### src/rtl/core_pkg.sv
// Shared definitions for the RV32 core front end: data widths, the canonical
// NOP encoding and the {pc, inst} record carried by the fetch buffer.
package core_pkg;

  localparam int unsigned XLEN = 32;
  localparam int unsigned ILEN = 32;

  // addi x0, x0, 0
  localparam logic [ILEN-1:0] NOP = 32'h0000_0013;

  typedef struct packed {
    logic [XLEN-1:0] pc;
    logic [ILEN-1:0] inst;
  } fetch_entry_t;

endpackage

### src/rtl/fetch_fifo.sv
// Circular buffer of fetched {pc, inst} entries. Head is read straight from the
// storage registers so downstream sees no combinational path from its inputs.
// Flush empties the buffer and wins over push/pop in the same cycle. A push
// while full is only accepted together with a pop, which frees the head slot
// that the write pointer is aliased to.
module fetch_fifo
  import core_pkg::*;
#(
  parameter int unsigned DEPTH = 2,
  localparam int unsigned PW = $clog2(DEPTH),
  localparam int unsigned CW = $clog2(DEPTH) + 1
) (
  input  logic         clk,
  input  logic         rst,
  input  logic         push,
  input  fetch_entry_t push_data,
  input  logic         pop,
  input  logic         flush,
  output fetch_entry_t head,
  output logic         head_valid,
  output logic [CW-1:0] count
);

  localparam logic [CW-1:0] DEPTH_L = CW'(DEPTH);

  fetch_entry_t  mem_q [DEPTH];
  fetch_entry_t  mem_d [DEPTH];
  logic [PW-1:0] rd_ptr_q, rd_ptr_d;
  logic [PW-1:0] wr_ptr_q, wr_ptr_d;
  logic [CW-1:0] count_q, count_d;
  logic          pop_ok;
  logic          push_ok;

  assign pop_ok     = pop && (count_q != '0);
  assign push_ok    = push && ((count_q != DEPTH_L) || pop_ok);
  assign head       = mem_q[rd_ptr_q];
  assign head_valid = (count_q != '0);
  assign count      = count_q;

  // Next pointers and occupancy; flush resets everything to empty.
  always_comb begin
    rd_ptr_d = rd_ptr_q;
    wr_ptr_d = wr_ptr_q;
    count_d  = count_q;
    if (flush) begin
      rd_ptr_d = '0;
      wr_ptr_d = '0;
      count_d  = '0;
    end else begin
      if (pop_ok)  rd_ptr_d = rd_ptr_q + PW'(1);
      if (push_ok) wr_ptr_d = wr_ptr_q + PW'(1);
      case ({push_ok, pop_ok})
        2'b10:   count_d = count_q + CW'(1);
        2'b01:   count_d = count_q - CW'(1);
        default: count_d = count_q;
      endcase
    end
  end

  // Storage write: one slot per accepted push.
  always_comb begin
    mem_d = mem_q;
    if (push_ok && !flush) mem_d[wr_ptr_q] = push_data;
  end

  // State registers with asynchronous clear.
  always_ff @(posedge clk or posedge rst) begin
    if (rst) begin
      mem_q    <= '{default: '0};
      rd_ptr_q <= '0;
      wr_ptr_q <= '0;
      count_q  <= '0;
    end else begin
      mem_q    <= mem_d;
      rd_ptr_q <= rd_ptr_d;
      wr_ptr_q <= wr_ptr_d;
      count_q  <= count_d;
    end
  end

endmodule

### src/rtl/fetch_unit.sv
// Instruction fetch stage. Issues sequential word-aligned requests under a
// credit limit (buffered + in-flight never exceeds DEPTH), tags each live
// response with the PC of the oldest live request, and buffers results for the
// decoder. A redirect flushes the buffer, marks every in-flight request as
// stale so its response is discarded, and restarts fetch at the new PC.
//
// Handshakes: imem request transfers when imem_req && imem_gnt; an issued
// request stays stable until granted unless a redirect or reset intervenes.
// Responses return in order, one per grant, flagged by imem_rvalid. The head
// instruction transfers to the consumer when inst_valid && inst_ready.
module fetch_unit
  import core_pkg::*;
#(
  parameter int unsigned DEPTH    = 2,
  parameter logic [31:0] RESET_PC = 32'h0000_0000
) (
  input  logic        clk,
  input  logic        rst,
  input  logic        redirect_valid,
  input  logic [31:0] redirect_pc,
  output logic        imem_req,
  output logic [31:0] imem_addr,
  input  logic        imem_gnt,
  input  logic        imem_rvalid,
  input  logic [31:0] imem_rdata,
  output logic        inst_valid,
  input  logic        inst_ready,
  output logic [31:0] inst,
  output logic [31:0] inst_pc
);

  localparam int unsigned CW = $clog2(DEPTH) + 1;
  localparam logic [CW:0] DEPTH_L = (CW+1)'(DEPTH);

  logic [XLEN-1:0] fetch_pc_q, fetch_pc_d;
  logic [XLEN-1:0] resp_pc_q, resp_pc_d;
  logic [CW-1:0]   outstanding_q, outstanding_d;
  logic [CW-1:0]   drop_q, drop_d;
  logic [CW-1:0]   buf_count;
  logic [CW:0]     credit_used;
  logic [XLEN-1:0] redirect_aligned;
  logic            gnt_fire;
  logic            rsp_stale;
  logic            rsp_live;
  fetch_entry_t    push_entry;
  fetch_entry_t    head_entry;
  logic            unused_pc_bits;

  assign redirect_aligned = {redirect_pc[31:2], 2'b00};
  assign unused_pc_bits   = ^redirect_pc[1:0];

  // Credit: buffered plus in-flight must stay below DEPTH to issue another.
  assign credit_used = {1'b0, buf_count} + {1'b0, outstanding_q};
  assign imem_req    = !rst && (credit_used < DEPTH_L);
  assign imem_addr   = fetch_pc_q;
  assign gnt_fire    = imem_req && imem_gnt;

  // A response is stale if older stale requests remain or a redirect is
  // taking effect this cycle.
  assign rsp_stale = imem_rvalid && (drop_q != '0);
  assign rsp_live  = imem_rvalid && (drop_q == '0) && !redirect_valid;

  assign push_entry = '{pc: resp_pc_q, inst: imem_rdata};

  // In-flight and stale-response counters.
  always_comb begin
    outstanding_d = outstanding_q;
    if (gnt_fire && !imem_rvalid)      outstanding_d = outstanding_q + CW'(1);
    else if (!gnt_fire && imem_rvalid) outstanding_d = outstanding_q - CW'(1);

    drop_d = drop_q;
    if (redirect_valid)  drop_d = outstanding_d;
    else if (rsp_stale)  drop_d = drop_q - CW'(1);
  end

  // Request PC and the PC tag of the next live response.
  always_comb begin
    fetch_pc_d = fetch_pc_q;
    resp_pc_d  = resp_pc_q;
    if (redirect_valid) begin
      fetch_pc_d = redirect_aligned;
      resp_pc_d  = redirect_aligned;
    end else begin
      if (gnt_fire) fetch_pc_d = fetch_pc_q + 32'd4;
      if (rsp_live) resp_pc_d  = resp_pc_q + 32'd4;
    end
  end

  // Fetch state registers with asynchronous clear.
  always_ff @(posedge clk or posedge rst) begin
    if (rst) begin
      fetch_pc_q    <= RESET_PC;
      resp_pc_q     <= RESET_PC;
      outstanding_q <= '0;
      drop_q        <= '0;
    end else begin
      fetch_pc_q    <= fetch_pc_d;
      resp_pc_q     <= resp_pc_d;
      outstanding_q <= outstanding_d;
      drop_q        <= drop_d;
    end
  end

  fetch_fifo #(
    .DEPTH (DEPTH)
  ) u_fifo (
    .clk        (clk),
    .rst        (rst),
    .push       (rsp_live),
    .push_data  (push_entry),
    .pop        (inst_valid && inst_ready),
    .flush      (redirect_valid),
    .head       (head_entry),
    .head_valid (inst_valid),
    .count      (buf_count)
  );

  assign inst    = head_entry.inst;
  assign inst_pc = head_entry.pc;

endmodule

### config.mk
export PLATFORM = sky130hd
export DESIGN_NAME = fetch_unit
export DESIGN_NICKNAME = d
export VERILOG_FILES = /design/src/rtl/core_pkg.sv /design/src/rtl/fetch_fifo.sv /design/src/rtl/fetch_unit.sv
export SDC_FILE = /design/constraint.sdc
export NUM_CORES = 1
export LEC_CHECK = 0
export CAP_MARGIN = 25
export CORE_UTILIZATION = 57
export CTS_CLUSTER_DIAMETER = 120
export DETAILED_ROUTE_END_ITERATION = 10
export PLACE_DENSITY = 0.89
export SLEW_MARGIN = 25
export SYNTH_ARGS = -nofsm -noshare
export SYNTH_HDL_FRONTEND = slang
export SYNTH_SLANG_ARGS = --single-unit
### constraint.sdc
create_clock -name clk -period 20.6 [get_ports clk]
set_input_delay 5.15 -clock clk [delete_from_list [all_inputs] [get_ports clk]]
set_output_delay 5.15 -clock clk [all_outputs]
set_load 0.01 [all_outputs]
==> flow_summary.json <==
{
  "cts_tree": "yes",
  "place.gp.congestion": 0.842,
  "cp.required_ps": 15450,
  "tns_ps": 0,
  "antenna_found_initial": 0,
  "p_sw_share_pct": 28.9,
  "power_switching_uw": 423,
  "drv_slew": 0,
  "nFillCells": 1054,
  "finalSetupViolCount": 0,
  "cts.sink_count": 192,
  "power_mw": 1.46,
  "finClkSkew_ps": 8.31,
  "drive_gt1_share_pct": 26.6,
  "die_y_microns": 130,
  "drv_cap": 0,
  "avgSynthCellArea_sq_um": 12.0,
  "slowest_stage": "clkdlybuf4s50_1",
  "syn-instance-count": 780,
  "post-route-period-util_pct": 56.1,
  "rsz0062_at_grt": "no",
  "crit_family": "buffers and inverters",
  "synth-edff-count": 0,
  "dieWidth_microns": 130,
  "async_flop_share_pct": 100,
  "synth_commonest_cells": "mux2_2, dfrtp_1, nor2_1",
  "finalWirelength_microns": 21300,
  "grt_pass1_vias": 6640,
  "cts_buffers": 17,
  "hold_class": "reg2reg",
  "clkTransAtPathRegs_ps": 70,
  "startpoint_type": "primary input",
  "crit_fanout": 4,
  "post_cts_resized": 0,
  "path_common_cell": "clkdlybuf4s50_1",
  "cts_buffer_depth": 2,
  "initial_core_util_pct": 58.8,
  "post_cts_buffers": 0,
  "grt_pass1_wl_microns": 33400,
  "ys.flop_type": "dfrtp_1",
  "yosys.area.top_type": "dfrtp_1",
  "coreArea_sq_mm": 0.0159,
  "status": "complete, no violations",
  "post-place-ws_ps": 9050,
  "pwr-share-seq_pct": 40.5,
  "vias_per_cell": 6.06,
  "areaGrowthSynthToFinish_pct": 25.4,
  "synth_seq_area_share_pct": 51.3,
  "slew_headroom_pct": 36.4,
  "fin_crit_ps": 11560,
  "path_cells": "clkdlybuf4s50_1 -> nor3_1 -> clkdlybuf4s50_1",
  "io_pins": 168,
  "critPathMaxStageDelay_ps": 570,
  "instances_no_fill": 1145,
  "power.leakage_nw": 4.78,
  "drc_errors": 0,
  "worst_pin_slew_ps": 955,
  "die_area_sq_mm": 0.0170,
  "netlist_area_sq_mm": 0.00937,
  "grt.total_usage_pct": 25.6,
  "ctsHoldBuffers": 0,
  "drtPass1Iterations": 5,
  "postRouteAntennaNets": 0,
  "ff_latch_area_sq_mm": 0.00481,
  "internal_power_mw": 1.04,
  "diodes": 0,
  "dp_hpwl_microns": 14300,
  "pwr-share-clk_pct": 23.4,
  "multi_input_area_sq_mm": 0.00432,
  "synth_area_leaders": "dfrtp_1, mux2_2, xnor2_1",
  "wl_per_cell_microns": 18.6,
  "ir_drop_v": 0.0000699,
  "io_buffers": 161,
  "via_count": 6943,
  "num_rows": 46,
  "timing.fmax_ghz": 0.0865,
  "overflow": 0,
  "cp_num_buf_inv": 2,
  "clkLatencyLatePin_ps": 420,
  "finalHoldViolations": 0,
  "worst-setup-path-type": "in2out",
  "root_buffer": "clkbuf_16",
  "p_per_area_mw_per_mm2": 125,
  "yosysMostFrequentCell": "mux2_2",
  "yosysWarnings": 0,
  "grt_max_degree": 82,
  "end_kind": "output pin",
  "yosysUniqueCellTypes": 46,
  "placedCellCount": 1115,
  "ys_ff_latch": 192,
  "comb_power_share_pct": 36.1,
  "fin_nets": 993,
  "setup_ws_ps": 9040,
  "htreeDepth": 4,
  "first_iter_violations": 427,
  "arrival_ps": 6410,
  "synth_top_area_share_pct": 51.3
}
## final timing paths
path                                     endpoint  slack, ps              start  depth (start not counted)
worst max-delay path                     imem_req       9040                rst                          3
worst min-delay path            u_fifo.mem_q[107]        500  u_fifo.mem_q[107]                          1
worst max register to register      imem_addr[30]      17640    u_fifo.count[0]                          7
worst min register to register  u_fifo.mem_q[107]        500  u_fifo.mem_q[107]                          1
max in group asynchronous         u_fifo.rd_ptr_q      13460                rst                          5
min in group asynchronous            imem_addr[6]       5200                rst                          2
## power groups by stage
stage	logic, mW	registers, mW	clock network (mW)
final	0.528	0.593	0.343
after global routing	0.571	0.609	0.362
after CTS	0.533	0.592	0.347
after detailed placement	0.530	0.597	0
after global placement	0.511	0.586	0
after floorplan	0.312	0.571	0
## layout make-up
class | count | share of cell area (%)
well taps | 216 | 2.30
inverters | 13 | 0.458
clock buffers | 19 | 3.86
repair buffers | 169 | 14.3
clock inverters | 10 | 1.37
multi-input cells | 526 | 36.8
flip-flops and latches | 192 | 40.9
## sequential cells by signal (all words and copies together) (netlist names)
signal           flops
u_fifo.mem_q       124
imem_addr           30
resp_pc_q           30
drop_q               2
outstanding_q        2
u_fifo.count         2
u_fifo.rd_ptr_q      1
u_fifo.wr_ptr_q      1
## layout by cell type, fill, tap and decap left out, types with 12 or more instances in the layout
master           instances
xnor2_1                 22
nor3_1                  22
nand4_1                 20
clkdlybuf4s50_1        161
clkbuf_16               17
or4_1                   20
nand2_1                 26
nor2_1                  40
o31ai_1                 17
a211oi_1                15
nor4_1                  12
nand3_1                 18
a31oi_1                 22
and4_1                  13
dfrtp_1                191
mux2_2                 197
## per-layer routing
| metal | global-route usage (%) | vias to the layer above | wire [microns] |
|---|---|---|---|
| li1 | - | 3166 | - |
| met1 | 32.8 | 3472 | 8940 |
| met2 | 42.5 | 276 | 10400 |
| met3 | 6.97 | 29 | 1690 |
| met4 | 7.46 | 0 | 252 |
| met5 | 0 | - | 0 |
## through the flow
| stage | cell area, sq um | util [%] | hold WS, ps |
|---|---|---|---|
| after floorplan | 9380 | - | 474 |
| after global placement | 11100 | 69.7 | 481 |
| after detailed placement | 11100 | 69.7 | 488 |
| after CTS | 11700 | 73.6 | 502 |
| after global routing | 11700 | 73.7 | 513 |
| final | 11700 | 73.7 | 502 |
## logic make-up (layout without fill, tap and decap cells)
logic type | count (synthesis) | count (layout) | share of synthesized area, %
compound gates | 81 | 81 | 5.70
xor+xnor | 25 | 25 | 2.34
fa+ha+maj | 4 | 4 | 0.614
buf+inv | 65 | 211 | 3.02
flops | 192 | 192 | 51.3
mux | 200 | 200 | 24.0
other cells | 1 | 4 | 0.0400
simple gates | 212 | 212 | 13.0
Note: power is estimated with default switching activity, not from simulation.
